<file path="src/rtl/pe_result_collector.sv">
// Collects lane-packed results from a vectorized PE into a first-word-fall-through FIFO
// and presents them as an AXI-Stream master with byte keep and packet-end markers.
module pe_result_collector #(
  parameter int unsigned FIFO_DEPTH   = 16,
  parameter int unsigned AFULL_THRESH = 12,
  parameter int unsigned SIMD_degree  = 4,
  parameter int unsigned dwidth_float = 32,
  parameter int unsigned phit_size    = SIMD_degree * dwidth_float
) (
  input  logic                   clk,
  input  logic                   rst,

  input  logic [phit_size-1:0]   i_PE_data,
  input  logic [SIMD_degree-1:0] i_PE_tvalid,
  input  logic [SIMD_degree-1:0] i_PE_tlast,

  output logic [phit_size-1:0]   m_axis_tdata,
  output logic [phit_size/8-1:0] m_axis_tkeep,
  output logic                   m_axis_tlast,
  output logic                   m_axis_tvalid,
  input  logic                   m_axis_tready,

  output logic                   o_almost_full,
  output logic                   o_overflow,
  output logic [31:0]            o_pkt_count
);

  localparam int unsigned PtrW      = $clog2(FIFO_DEPTH);
  localparam int unsigned CntW      = PtrW + 1;
  localparam int unsigned KeepW     = phit_size / 8;
  localparam int unsigned LaneBytes = dwidth_float / 8;

  localparam logic [CntW-1:0] CntFull  = CntW'(FIFO_DEPTH);
  localparam logic [CntW-1:0] CntAfull = CntW'(AFULL_THRESH);

  logic [phit_size-1:0] data_mem [FIFO_DEPTH];
  logic [KeepW-1:0]     keep_mem [FIFO_DEPTH];
  logic [FIFO_DEPTH-1:0] last_mem;

  logic [PtrW-1:0] wr_ptr_q, wr_ptr_d;
  logic [PtrW-1:0] rd_ptr_q, rd_ptr_d;
  logic [CntW-1:0] count_q, count_d;
  logic            afull_q, ovf_q, ovf_d;
  logic [31:0]     pkt_q, pkt_d;

  logic [KeepW-1:0] keep_in;
  logic             last_in;
  logic             push, pop, full, accept, not_empty;

  // Entry formation: each lane's valid widens to that lane's bytes.
  always_comb begin
    keep_in = '0;
    for (int i = 0; i < int'(SIMD_degree); i++) begin
      keep_in[i*LaneBytes +: LaneBytes] = {LaneBytes{i_PE_tvalid[i]}};
    end
    last_in = |(i_PE_tvalid & i_PE_tlast);
  end

  assign push      = |i_PE_tvalid;
  assign not_empty = (count_q != '0);
  assign full      = (count_q == CntFull);
  assign pop       = not_empty & m_axis_tready;
  // A full FIFO still takes a push when the head leaves in the same cycle.
  assign accept    = push & (~full | pop);

  always_comb begin
    wr_ptr_d = wr_ptr_q;
    rd_ptr_d = rd_ptr_q;
    count_d  = count_q;
    ovf_d    = ovf_q;
    pkt_d    = pkt_q;
    if (accept) begin
      wr_ptr_d = wr_ptr_q + PtrW'(1);
    end
    if (pop) begin
      rd_ptr_d = rd_ptr_q + PtrW'(1);
      if (last_mem[rd_ptr_q]) begin
        pkt_d = pkt_q + 32'd1;
      end
    end
    unique case ({accept, pop})
      2'b10:   count_d = count_q + CntW'(1);
      2'b01:   count_d = count_q - CntW'(1);
      default: count_d = count_q;
    endcase
    if (push && !accept) begin
      ovf_d = 1'b1;
    end
  end

  always_ff @(posedge clk) begin
    if (rst) begin
      wr_ptr_q <= '0;
      rd_ptr_q <= '0;
      count_q  <= '0;
      afull_q  <= 1'b0;
      ovf_q    <= 1'b0;
      pkt_q    <= '0;
    end else begin
      wr_ptr_q <= wr_ptr_d;
      rd_ptr_q <= rd_ptr_d;
      count_q  <= count_d;
      afull_q  <= (count_d >= CntAfull);
      ovf_q    <= ovf_d;
      pkt_q    <= pkt_d;
    end
  end

  // Storage is not reset; outputs are masked while empty instead.
  always_ff @(posedge clk) begin
    if (!rst && accept) begin
      data_mem[wr_ptr_q] <= i_PE_data;
      keep_mem[wr_ptr_q] <= keep_in;
      last_mem[wr_ptr_q] <= last_in;
    end
  end

  assign m_axis_tvalid = not_empty;
  assign m_axis_tdata  = not_empty ? data_mem[rd_ptr_q] : '0;
  assign m_axis_tkeep  = not_empty ? keep_mem[rd_ptr_q] : '0;
  assign m_axis_tlast  = not_empty & last_mem[rd_ptr_q];

  assign o_almost_full = afull_q;
  assign o_overflow    = ovf_q;
  assign o_pkt_count   = pkt_q;

endmodule
</file>
<file path="config.mk">
export PLATFORM = sky130hd
export DESIGN_NAME = pe_result_collector
export DESIGN_NICKNAME = d
export VERILOG_FILES = /design/src/rtl/pe_result_collector.sv
export SDC_FILE = /design/constraint.sdc
export NUM_CORES = 2
export LEC_CHECK = 0
export BUFFER_PORTS_ARGS = -buffer_cell sky130_fd_sc_hd__buf_4
export CORE_MARGIN = 2
export CORE_UTILIZATION = 65
export DETAILED_ROUTE_END_ITERATION = 8
export PLACE_DENSITY = 0.86
export SLEW_MARGIN = 20
export SYNTH_ARGS = -nofsm -noshare
export SYNTH_HDL_FRONTEND = slang
export SYNTH_SLANG_ARGS = --single-unit
</file>
<file path="constraint.sdc">
create_clock -name clk -period 18.65 [get_ports clk]
set_clock_uncertainty 0.2 [all_clocks]
set_input_delay 1.865 -clock clk [delete_from_list [all_inputs] [get_ports clk]]
set_output_delay 1.865 -clock clk [all_outputs]
set_load 0.02 [all_outputs]
</file>
# ---- Yosys cells after proc, flatten, opt, wreduce, memory -nomap -nowiden
# Memories as Yosys holds them, arrays and structs flattened. A register that Yosys moved wholly into a read port is not among the register bits.
# Cells that the tools add are included.
dict set report classes {
  bitwise_logic 6
  magnitude_cmp 4
  n_mux 14
  n_eq_ne 3
  n_reduce_logical 9
  add_sub_neg 5
}
# cell count
set ops {}
lappend ops {{$mux 128} 1}
lappend ops {{$add 32x1->32 const B} 1}
lappend ops {{$bwmux 16} 1}
lappend ops {{$mux 16} 1}
lappend ops {{$mux 4} 4}
lappend ops {{$lt 4x5->1 const B} 2}
lappend ops {{$pmux 5 s2} 1}
lappend ops {{$add 4x1->4 const B} 2}
lappend ops {{$reduce_or 4->1} 2}
lappend ops {{$add 5x1->5 const B} 1}
lappend ops {{$eq 5x5->1 const B} 1}
lappend ops {{$ge 5x4->1 const B} 1}
lappend ops {{$reduce_bool 5->1} 1}
lappend ops {{$sub 5x1->5 const B} 1}
lappend ops {{$and 4x4->4} 1}
lappend ops {{$bmux 1 s4} 1}
lappend ops {{$demux 1 s4} 1}
lappend ops {{$ge 4x1->1 const B} 1}
lappend ops {{$mux 1} 4}
lappend ops {{$and 1x1->1} 3}
lappend ops {{$logic_and 1x1->1} 3}
lappend ops {{$eq 2x1->1 const B} 1}
lappend ops {{$eq 2x2->1 const B} 1}
lappend ops {{$logic_not 1->1} 2}
lappend ops {{other kinds (3)} 3}
dict set report totals {
  mem_bits_rw 2304
  reg_bits 63
  out_inout_bits 180
  n_memories 2
  elab_cells 50
}
# memory depth word_bits read_ports rd_clocked_by_memory_dff write_ports line_no
set memory_table {}
lappend memory_table {data_mem 16 128 1 1 1 36} ;# logic [phit_size-1:0] data_mem [FIFO_DEPTH];
lappend memory_table {keep_mem 16 16 1 1 1 37} ;# logic [KeepW-1:0] keep_mem [FIFO_DEPTH];

# ---- Logic depth before layout (Yosys ltp)
dict set report logic_depth {
  ltp_word 7
  mapped_depth 9
  ltp_nobuf 9
}

# ---- Worst setup path before layout
# Ideal clock, no wire load.
dict set report synth_timing {
  path_kind {input-to-reg}
  from {in m_axis_tready}
  to {mem data_mem[3][0] (netlist bit), enable pin}
  arrival_time_ns 11.398
  cell_stages 5
  slack_ns 6.264
  setup_time_ns 0.788
  path_cell_list {nand2b_1 o21ai_0 nor2_1 nand2_1 nor3_1}
}
dict set report synth_between {
  elab_chain_len 6
}
# item line_no
set synth_lines {}
lappend synth_lines {{start, declared} 21} ;# input logic m_axis_tready,
lappend synth_lines {{$and 1x1->1} 62} ;# assign pop = not_empty & m_axis_tready;
lappend synth_lines {{$or 1x1->1} 64} ;# assign accept = push & (~full | pop);
lappend synth_lines {{$and 1x1->1} 64}
lappend synth_lines {{$logic_and 1x1->1} 111} ;# if (!rst && accept) begin
lappend synth_lines {{$mux 1} 111}
lappend synth_lines {{$mux 1 (implied by the code)} 112} ;# data_mem[wr_ptr_q] <= i_PE_data;
lappend synth_lines {{end, declared} 36}
# No other way between the ends.

==> results.cfg <==
[run_status]
status = finished, final reports clean

[yosys]
syn_inst = 3448
synth.most_common_cell = edfxtp_1
synth_warnings = 0
synth.distinct_cells = 56
yosys_most_used_dff = edfxtp_1
synth_top_cell_by_area = edfxtp_1
ys_ff_latch = 2179
netlist_area_um2 = 83300
syn_avg_cell_area_um2 = 24.2
synthTopCellsByArea = edfxtp_1 (77%), mux4_2 (18%), dfxtp_1 (1.2%), and2_1 (1.0%), clkbuf_1 (0.49%)
synthTopCellsByCount = edfxtp_1 (2128), mux4_2 (660), and2_1 (133)
yosysSeqAreaShare_pct = 77.9
syn_nets = 3597
synth_async_sr_flop_share_pct = 0
synth-edff-count = 2128
netlist.area_leader.share_pct = 76.7

[power_and_ir_drop]
p_leak_uw = 0.0292
ir_drop_uv = 111
total_power_uw = 12500
p_per_area_nw_per_um2 = 133

[route]
wl_um = 213000
num_vias = 40479
dr.pass1.iters = 6
ant_nets = 0
drt_iter0_drc = 5981
via_per_inst = 7.10
wire_per_inst_um = 37.4
drc = 0

[critical_path]
start_kind = flop
crit_arrival_ns = 6.13
worst-r2r-setup-slack_ns = 14.23
crit_required_ns = 16.58
path_class = flop to output port
crit_path_max_fanout = 49
r2r-end = data_mem[13][52]
rr_startpoint = count_q[2]
cp-end-kind = output port
ff2ff_path_depth = 7

[floorplan]
fp-row-count = 131
die_w_um = 362
start_util_pct = 65.4
core_um2 = 127000
ios = 319
dieArea_um2 = 131000
fp.dieH_um = 362

[placement]
dp_slack_ns = 11.13
gp_congestion = 0.775
port_buffers = 318
hpwl_um = 97000

[global_route]
grtUsageTotal_pct = 33.0
grt_max_degree = 169
grt-ovfl-total = 0
grt_pass1_wl_um = 303000
antenna_found_initial = 23
grt_pass1_vias = 42820

[clocking]
cts_setup_buffers = 0
root_buffer = clkbuf_16
h-tree-depth = 4
numCtsBuffers = 204
cts_resized = 0
ctsHoldBuffers = 0
cts_buffer_depth = 3
cts.sinks = 2179
clock_latency_ns = 0.83
cts_tree = done
path_clk_slew_ns = 0.06

[timing]
setup_viol = 0
period_share_pct = 43.9
fin_ws_ns = 10.46
rsz0062_at_grt = false
hold_viol = 0
setup_tns_ns = 0
slew_headroom_pct = 23.1
worst_pin_slew_ns = 1.15
max_freq_ghz = 0.122
slew_violations = 0
final.min_clock_period_ns = 8.19

[layout]
fillers = 6333
finish.net_count = 3994
post-route-util_pct = 74.2
syn_to_final_growth_pct = 13.4
layout-drive-gt1-share_pct = 34.8

[flow_run]
drv_cap = 0

[min_path]
worstHoldEndpoint = o_overflow
worstHoldStart = o_overflow
worst_hold_path_type = flop to flop
hold_depth = 1
[worst max-delay path, cell delays in order, from the launching register on]
cell     delay [ns]
dfxtp_4        0.97
buf_4          0.91
buf_4          0.89
buf_4          0.85
mux4_2         0.63
mux4_2         0.50
and2_1         0.21
buf_4          0.17
[registers in the layout, indices dropped and copies added, names as in the netlist, named ones only]
register / flops
count_q: 5
data_mem: 2048
keep_mem: 64
last_mem: 16
o_almost_full: 1
o_overflow: 1
o_pkt_count: 32
rd_ptr_q: 4
wr_ptr_q: 4
[layout by cell type (no fill, tap or decap), drive strengths merged, types with 5 or more instances in the layout]
cell type  netlist  routed
o311ai           5       5
o41ai            5       5
and2           133     133
or4             20      20
diode            0      19
or2              5       5
inv             15      28
nor2            34      34
ha               9       9
nor4            12      12
edfxtp        2128    2128
a21oi           25      25
nand4           22      22
bufinv           0      26
mux4           662     662
clkinvlp         0       8
mux2             7       7
clkinv           0      97
and3             5       5
nor3            10      10
dfxtp           51      51
nand3           11      11
o31ai           18      18
buf             88     388
o21ai            8       8
nand2           21      21
clkbuf         109     238
o21a             5       5
xnor2            5       5
[metrics by stage]
step / instance area (um^2) / std cells / hold WS [ns]
4_1_cts: 94500 / 5683 / 0.271
2_1_floorplan: 83300 / 3448 / 0.316
5_1_grt: 94500 / 5699 / 0.316
6_report: 94500 / 5702 / 0.268
3_5_place_dp: 87700 / 5301 / 0.256
3_3_place_gp: 87600 / 5300 / 0.251
[final cells by class]
type	count	area (um^2)	area share, %
clock buffers	238	5320	5.62
diodes	19	47.5	0.0503
flip-flops and latches	2179	64900	68.7
repair buffers	388	3000	3.18
multi-input cells	1057	17600	18.6
inverters	15	56.3	0.0596
well taps	1662	2080	2.20
clock inverters	144	1490	1.57
[routing by layer]
layer	up-vias	part of all wire [%]	GRT usage [%]
li1	15640	-	-
met1	21317	33	41.5
met2	2971	53	56.9
met3	541	9.9	6.10
met4	10	4.3	14.3
met5	-	0.030	0
[worst max-delay path by stage]
stage,endpoint,cells after the start,slack (ns)
after global routing,m_axis_tdata[50],7,9.87
after detailed placement,m_axis_tdata[47],7,11.13
final,m_axis_tdata[51],7,10.46
after CTS,m_axis_tdata[50],7,10.19
after floorplan,data_mem[3][0],5,6.26
after global placement,m_axis_tdata[47],7,11.23
[report_power, final]
group / internal [uW] / switching [uW]
Sequential: 5470 / 76.1
Clock: 2410 / 1860
Combinational: 1280 / 1440
Total: 9160 / 3370
[cell families after synthesis]
logic type	share of synthesized area [%]
buf+inv	1.14
compound gates	0.707
xor+xnor	0.0946
flops	77.9
simple gates	1.98
mux	18.0
fa+ha+maj	0.159
(Power assumes the default switching activity.)
